<file path="src/rtl/tx_credit_counter.sv">
// -----------------------------------------------------------------------------
// tx_credit_counter
//
// Transmit-side credit tracker. The far-end receiver buffers words in an
// occupancy counter, and this block mirrors how much room is left there. Once
// the link comes up it loads MAX_CREDITS. Each accepted transmit handshake
// spends one credit, and the receiver hands credits back on cred_ret. tx_ready
// is withheld whenever a send could overflow the far-end buffer.
//
// Optional feature macro: CREDIT_BYPASS_EN
//   Undefined (default): tx_ready is a decode of registered state only. A
//       credit returned while the count is zero becomes usable next cycle.
//   Defined: while ACTIVE, a credit returned this cycle can be spent in the
//       same cycle. This adds a combinational path cred_ret -> tx_ready.
//
// Parameters
//   NBITS        credit counter width
//   MAX_CREDITS  credits loaded at link-up, legal range 1 .. 2**NBITS-1
//   RET_W        width of the per-cycle credit return count
//
// Ports
//   CLK       in   clock
//   RST       in   asynchronous active-high reset
//   link_up   in   level: link trained and receiver buffer empty
//   tx_valid  in   upstream has a word to send
//   tx_ready  out  a send would be accepted this cycle
//   cred_ret  in   credits returned this cycle
//   err_clr   in   single-cycle pulse that leaves ERROR
//   credits   out  current credit count (registered)
//   empty     out  credits == 0
//   full      out  credits == MAX_CREDITS
//   ovf_err   out  sticky: receiver returned more credits than exist
//   state_o   out  INIT=0, ACTIVE=1, ERROR=2
//
// States
//   state  | meaning
//   INIT   | link down or recovering; credits held at 0, returns ignored
//   ACTIVE | link up; sends spend credits, returns refill them
//   ERROR  | over-return seen; credits frozen until err_clr
// -----------------------------------------------------------------------------
module tx_credit_counter #(
    parameter int NBITS       = 4,
    parameter int MAX_CREDITS = 15,
    parameter int RET_W       = 2
) (
    input  logic             CLK,
    input  logic             RST,
    input  logic             link_up,
    input  logic             tx_valid,
    output logic             tx_ready,
    input  logic [RET_W-1:0] cred_ret,
    input  logic             err_clr,
    output logic [NBITS-1:0] credits,
    output logic             empty,
    output logic             full,
    output logic             ovf_err,
    output logic [1:0]       state_o
);

    // The sum is one bit wider than credits + cred_ret so it cannot wrap.
    localparam int SW = NBITS + RET_W + 1;

    localparam logic [NBITS-1:0] MAX_N  = NBITS'(MAX_CREDITS);
    localparam logic [SW-1:0]    MAX_SW = SW'(MAX_CREDITS);

    generate
        if (MAX_CREDITS < 1 || MAX_CREDITS > (2 ** NBITS) - 1) begin : g_bad_max
            $error("tx_credit_counter: MAX_CREDITS=%0d outside 1..%0d",
                   MAX_CREDITS, (2 ** NBITS) - 1);
        end
    endgenerate

    typedef enum logic [1:0] {
        ST_INIT   = 2'd0,
        ST_ACTIVE = 2'd1,
        ST_ERROR  = 2'd2
    } state_t;

    state_t            r_state;
    state_t            w_next_state;
    logic [NBITS-1:0]  r_credits;
    logic [NBITS-1:0]  w_credits_nxt;
    logic              r_ovf_err;
    logic              w_ovf_nxt;

    logic              w_active;
    logic              w_send;
    logic [SW-1:0]     w_sum;
    logic              w_over;

    // -------------------------------------------------------------------------
    // State register (state, credit count, sticky overflow flag)
    // -------------------------------------------------------------------------
    always_ff @(posedge CLK or posedge RST) begin
        if (RST) begin
            r_state   <= ST_INIT;
            r_credits <= '0;
            r_ovf_err <= 1'b0;
        end else begin
            r_state   <= w_next_state;
            r_credits <= w_credits_nxt;
            r_ovf_err <= w_ovf_nxt;
        end
    end

    // -------------------------------------------------------------------------
    // Next-state / next-count logic
    // -------------------------------------------------------------------------
    assign w_send = tx_valid && tx_ready;

    // Add before subtracting. A send at zero credits is only possible in the
    // bypass build, and then cred_ret is nonzero, so the result never goes
    // negative.
    assign w_sum  = SW'(r_credits) + SW'(cred_ret) - SW'(w_send);
    assign w_over = (w_sum > MAX_SW);

    always_comb begin
        w_next_state  = r_state;
        w_credits_nxt = r_credits;
        w_ovf_nxt     = r_ovf_err;

        unique case (r_state)
            ST_INIT: begin
                w_credits_nxt = '0;
                if (link_up) begin
                    w_next_state  = ST_ACTIVE;
                    w_credits_nxt = MAX_N;
                end
            end

            ST_ACTIVE: begin
                // Link loss wins over any send/return in the same cycle. The
                // receiver buffer restarts empty when the link retrains.
                if (!link_up) begin
                    w_next_state  = ST_INIT;
                    w_credits_nxt = '0;
                end else if (w_over) begin
                    w_next_state  = ST_ERROR;
                    w_credits_nxt = MAX_N;
                    w_ovf_nxt     = 1'b1;
                end else begin
                    w_credits_nxt = w_sum[NBITS-1:0];
                end
            end

            ST_ERROR: begin
                // Only err_clr leaves ERROR. A link drop alone is not enough,
                // so software must acknowledge the overflow.
                if (err_clr) begin
                    w_next_state  = ST_INIT;
                    w_credits_nxt = '0;
                    w_ovf_nxt     = 1'b0;
                end
            end

            default: begin
                w_next_state  = ST_INIT;
                w_credits_nxt = '0;
                w_ovf_nxt     = 1'b0;
            end
        endcase
    end

    // -------------------------------------------------------------------------
    // Output decode
    // -------------------------------------------------------------------------
    always_comb begin
        w_active = (r_state == ST_ACTIVE);
`ifdef CREDIT_BYPASS_EN
        tx_ready = w_active && ((r_credits != '0) || (cred_ret != '0));
`else
        tx_ready = w_active && (r_credits != '0);
`endif
        credits  = r_credits;
        empty    = (r_credits == '0);
        full     = (r_credits == MAX_N);
        ovf_err  = r_ovf_err;
        state_o  = r_state;
    end

endmodule

</file>
<file path="config.mk">
export PLATFORM = sky130hd
export DESIGN_NAME = tx_credit_counter
export DESIGN_NICKNAME = d
export VERILOG_FILES = /design/src/rtl/tx_credit_counter.sv
export SDC_FILE = /design/constraint.sdc
export NUM_CORES = 1
export LEC_CHECK = 0
export CAP_MARGIN = 10
export CORE_AREA = 2 2 39 41
export DETAILED_ROUTE_END_ITERATION = 10
export DIE_AREA = 0 0 41 43
export GPL_TIMING_DRIVEN = 0
export PLACE_DENSITY = 0.73
export SETUP_SLACK_MARGIN = 0.3
export SLEW_MARGIN = 20
export SYNTH_ARGS = -nofsm -noshare
export SYNTH_HDL_FRONTEND = slang
export SYNTH_SLANG_ARGS = --single-unit
</file>
<file path="constraint.sdc">
create_clock -name CLK -period 7.1 [get_ports CLK]
set_clock_uncertainty 0.1 [all_clocks]
set_input_delay 1.42 -clock CLK [delete_from_list [all_inputs] [get_ports CLK]]
set_output_delay 1.42 -clock CLK [all_outputs]
set_load 0.01 [all_outputs]
</file>
# Yosys cells after proc, flatten, opt, wreduce, memory -nomap -nowiden
# Cells that the tools add are included.
# word_totals
register_bits,7
input_bits,7
output_inout_bits,10
wordCells,36
# classes
n_addsub,2
order_cmp,1
n_eq_ne,8
n_mux,14
n_bitwise,1
n_reduce_logical,7
# op_table
op,n
$mux 4,4
$pmux 4 s3,1
$mux 2,4
$gt 7x4->1 const B,1
$ne 2x2->1 const B,3
$pmux 2 s3,1
$sub 5x1->6,1
$add 4x2->5,1
$eq 4x4->1 const B,1
$logic_not 4->1,1
$reduce_and 4->1,1
$reduce_bool 4->1,1
$mux 1,3
$ne 3x2->1 const B,1
$pmux 1 s3,1
$reduce_and 3->1,1
$eq 2x1->1 const B,1
$eq 2x2->1 const B,1
$logic_and 1x1->1,2
$logic_not 2->1,1
$ne 2x1->1 const B,1
$not 1->1,1

# Longest topological paths before layout
# depth
depth_word,8
ltp_mapped,15
depth_no_buf,15

# Least setup slack after synthesis
# No wires, ideal clock.
# synth_timing
path_kind,input -> register
from,in tx_valid
to,reg r_credits[0] (netlist: credits[0])
setup_time_ns,0.127
arrival_time_ns,3.291
required_ns,6.873
setup_slack_ns,3.582
cell_stages,11
n_path_buf,0
cell_sequence,and2_1 ha_1 inv_1 ha_1 inv_1 fa_1 nand2b_1 a21oi_2 xnor2_2 a31oi_2 a221o_2
# synth_via
elab_chain_len,6
# synth_rtl
element,line,text
start: declaration,49,"input logic tx_valid,"
$logic_and 1x1->1 (*),109,assign w_send = tx_valid && tx_ready;
$sub 5x1->6 (*),114,assign w_sum = SW'(r_credits) + SW'(cred_ret) - SW'(w_send);
$gt 7x4->1,115,assign w_over = (w_sum > MAX_SW);
$mux 4 (*),137,end else if (w_over) begin
$mux 4 (*),134,if (!link_up) begin
$pmux 4 s3 (*),122,unique case (r_state)
end signal: assignment,101,r_credits <= w_credits_nxt;
end: declaration,81,logic [NBITS-1:0] r_credits;
# Every way passes the cells marked *; elsewhere a longest branch is shown, timed or not.
# A chain may end at the register's enable or synchronous reset.

# Worst setup path in the final report
# layout_timing
from,in tx_valid
to,reg r_credits[2] (netlist: credits[2])
# The elaborated chain is that of the path after synthesis.

==> results by group <==
Clock network
  • Post-CTS Setup Inserts: 0
  • CTS tree: built
  • Root Buffer: clkbuf_4
  • Clock sink total: 7
  • CTS Buf Count: 3
  • Clock slew at reported path FFs: roughly 0.050 ns
  • Clk_lat worst skew: 0.25 ns
  • Maximum clock path buffer count: 2
  • PostCTS Resize Cnt: 0
  • Hold buffer count at cts: 0
  • CTS H-tree depth: 1

Global routing
  • Number of antenna violations at the first check in global routing: 0
  • Number of global-route vias before repair: roughly 480
  • Largest net degree at the start of global routing: 9
  • Overall routing resource usage: around 16%
  • Global-route wire length before repair: roughly 1.9 mm
  • Grt ovf: 0

Route
  • DRC viols: 0
  • Total wire length: 1.127 mm
  • Routed len/inst: between 10 and 15 um
  • Initial DRC count: 7
  • Via density per instance: 5.084
  • Total number of vias: around 480
  • Met1 wire length: about 500 um
  • WL met2: 554 um
  • DRT antenna net count: 0
  • Total iterations of the first detailed-routing run: 4
  • Met3 WL post-DR: ~47 um
  • Highest metal used: met4

Logic synthesis
  • Largest family of logic cells by synthesized area: adder cells
  • Mean post-synth cell area: 9.776 sq um
  • Post-synthesis compound-gate area fraction: 19.52%
  • Synth unique cells: 24
  • Register area share after synthesis: between 30% and 40%
  • Cells after Synth: between 50 and 60
  • Synth Net Count: between 70 and 80
  • Post-Synth XOR/XNOR Area: 5.857%
  • Simple-gate share of the synthesized area: a little over an eighth
  • Register bit total from synthesis: 7
  • Multiplexer area fraction after synthesis: 0%
  • Area of the mapped netlist: ~580 sq um
  • Adder-cell share of the synthesized area: roughly 23%
  • Yosys warns: 0

Critical path
  • CP endpoint kind: flop
  • Max FO, Critical Path: 3
  • Critical Path Slowest Stage Cell: fa_1
  • WP data required: between 7 and 8 ns
  • CP cell instances: clkdlybuf4s50_1 -> and2_1 -> ha_1 -> inv_1 -> ha_1 -> inv_1 -> fa_1 -> nand2b_1 -> a21oi_2 -> xnor2_2 -> a31oi_2 -> a221o_2
  • Buf/Inv on CP: 3
  • CP max stage delay: ~0.40 ns
  • Critical path depth in cells: 12
  • R2R depth: 15
  • Worst Setup Start Kind: primary input
  • Crit path DAT: around 3.8 ns
  • CP top delay family: adder cells
  • Crit Path Category: primary input to flop

Cells and area
  • N_diodes: 0
  • Layout Utilization: approximately 57%
  • Layout net count: 97
  • Area delta synth->final: 35.79%
  • Design Area, Final: 783.3 sq um
  • Fraction of layout cells with a size suffix above 1: about an eighth
  • Non-Filler Instances: 95

Timing
  • Min Tclk post-route: approximately 3.8 ns
  • RSZ-0062 raised after global routing: false
  • Slew @ Worst Pin: between 0.5 and 0.6 ns
  • Endpoints failing hold: 0
  • Final Max Slew Viols: 0
  • Setup TNS Final: 0 ns
  • Max Freq: approximately 0.26 GHz
  • # setup viols final: 0
  • Slew HR: 60.33%
  • Crit share post-route: about 54%

Floorplan
  • Number of top-level pins: 17
  • Core region area: between 0.001 and 0.0015 sq mm
  • Die ar.: 0.001763 sq mm
  • Die width: between 40 and 50 um
  • Cell Rows: 14
  • Initial Util: between 40% and 50%
  • Die Ht: 43 um

Pwr
  • Max IR drop VDD: 227.4 uV
  • Net Sw Power: 0.1673 mW
  • Internal Pwr Total: between 0.2 and 0.25 mW
  • Reg power frac: 21.2%
  • Combinational power share: between 60% and 70%
  • Sw Ratio: a little over two fifths
  • Clock share of power: under 10%
  • Pwr Density: roughly 500 mW/mm^2
  • Leakage: approximately 0.38 nW

Place
  • Hpwl dp: 967.2 um
  • Post-Place Cell Area: about 760 sq um
  • Dpl cells: between 90 and 100
  • Port bufs: 16
  • Gpl congestion: just over 0.7

Worst hold path
  • Worst hold path type: flop to flop
  • Hold path cells: 1

Flow run
  • Maximum Capacitance Violations: 0

Status
  • Status: finished clean
path summary, 6_finish.rpt:
path                                              from                      to  slack (ns)
worst min-delay path               ovf_err$_DFFE_PP0P_     ovf_err$_DFFE_PP0P_        0.41
min in group asynchronous                          RST  state_o[0]$_DFFE_PP0P_        1.30
worst min register to register     ovf_err$_DFFE_PP0P_     ovf_err$_DFFE_PP0P_        0.41
max in group asynchronous                          RST  credits[0]$_DFFE_PP0P_        5.39
worst max-delay path                          tx_valid  credits[2]$_DFFE_PP0P_        3.29
worst max register to register  credits[2]$_DFFE_PP0P_  credits[2]$_DFFE_PP0P_        3.70
synth_stat cells, drive strengths merged:
library cell   n  area, sq um
a211oi         1        7.510
xnor2          3        33.79
a31oi          1        12.51
inv           12        45.04
a221o          3        33.78
dfrtp          7        175.2
nor3b          2        15.01
and2b          1        7.510
a41oi          1        8.760
nor2           3        11.26
and3           2        12.51
o21ai          3        15.01
nand2          1        3.750
ha             9        112.6
a22o           1        8.760
nor2b          1        8.760
and2           2        12.51
a21oi          3        18.77
fa             1        20.02
nand2b         1        6.260
a21o           1        7.510
flip-flops by register name (all words and copies together) (netlist names):
signal,flops
credits,4
ovf_err,1
state_o,2
worst register-to-register path: stages, from the launching register on:
cell      delay, ns
dfrtp_1        0.42
inv_1          0.11
ha_1           0.23
and3_1         0.20
nor3b_1        0.21
and2_1         0.16
ha_1           0.22
inv_1          0.06
ha_1           0.17
inv_1          0.06
fa_1           0.40
nand2b_1       0.18
a21oi_2        0.16
xnor2_2        0.15
a31oi_2        0.14
a221o_2        0.32
layout by cell type (no fill, tap or decap), types with 2 or more instances in the layout:
| cell | count |
|---|---|
| a221o_2 | 3 |
| and2_1 | 2 |
| nor2_1 | 3 |
| ha_1 | 9 |
| and3_1 | 2 |
| clkbuf_4 | 3 |
| inv_1 | 12 |
| clkdlybuf4s50_1 | 16 |
| nor3b_1 | 2 |
| a21oi_1 | 2 |
| dfrtp_1 | 7 |
| o21ai_0 | 2 |
| xnor2_1 | 2 |
per-layer routing:
metal / track usage, % / vias to the layer above
li1: - / 241
met1: 20.86 / 228
met2: 23.75 / 12
met3: 1.571 / 2
met4: 8.000 / 0
met5: 0 / -
per-stage QoR:
stage	total power, mW	hold slack (ns)	worst slack [ns]
finish	0.3929	0.4119	3.292
global route	0.4357	0.4309	3.134
CTS	0.3995	0.4248	3.281
detailed placement	0.3626	0.4117	3.022
global placement	0.3559	0.3958	3.064
floorplan	0.2682	0.4436	3.582
area by class of cell:
type,count,area [sq um]
clock buffers,4,26.28
fillers,136,600.6
inverters,12,45.04
multi-input cells,40,356.6
flip-flops and latches,7,175.2
well taps,16,20.02
repair buffers,16,160.2
logic make-up (layout without fill, tap and decap cells):
group,after synthesis,count (layout)
buffers and inverters,12,32
AOI/OAI and AO/OA,14,14
xor gates and xnor gates,3,3
and+or+nand+nor,13,13
DFF,7,7
adders and majority gates,10,10
power groups by stage:
| stage | Sequential (mW) | Clock, mW | Combinational [mW] |
|---|---|---|---|
| floorplan | 0.0888 | 0 | 0.179 |
| global placement | 0.0837 | 0 | 0.272 |
| detailed placement | 0.0846 | 0 | 0.278 |
| CTS | 0.0840 | 0.0367 | 0.279 |
| global route | 0.0873 | 0.0395 | 0.309 |
| finish | 0.0834 | 0.0352 | 0.274 |
No activity file was read; power rests on OpenSTA's default activity.
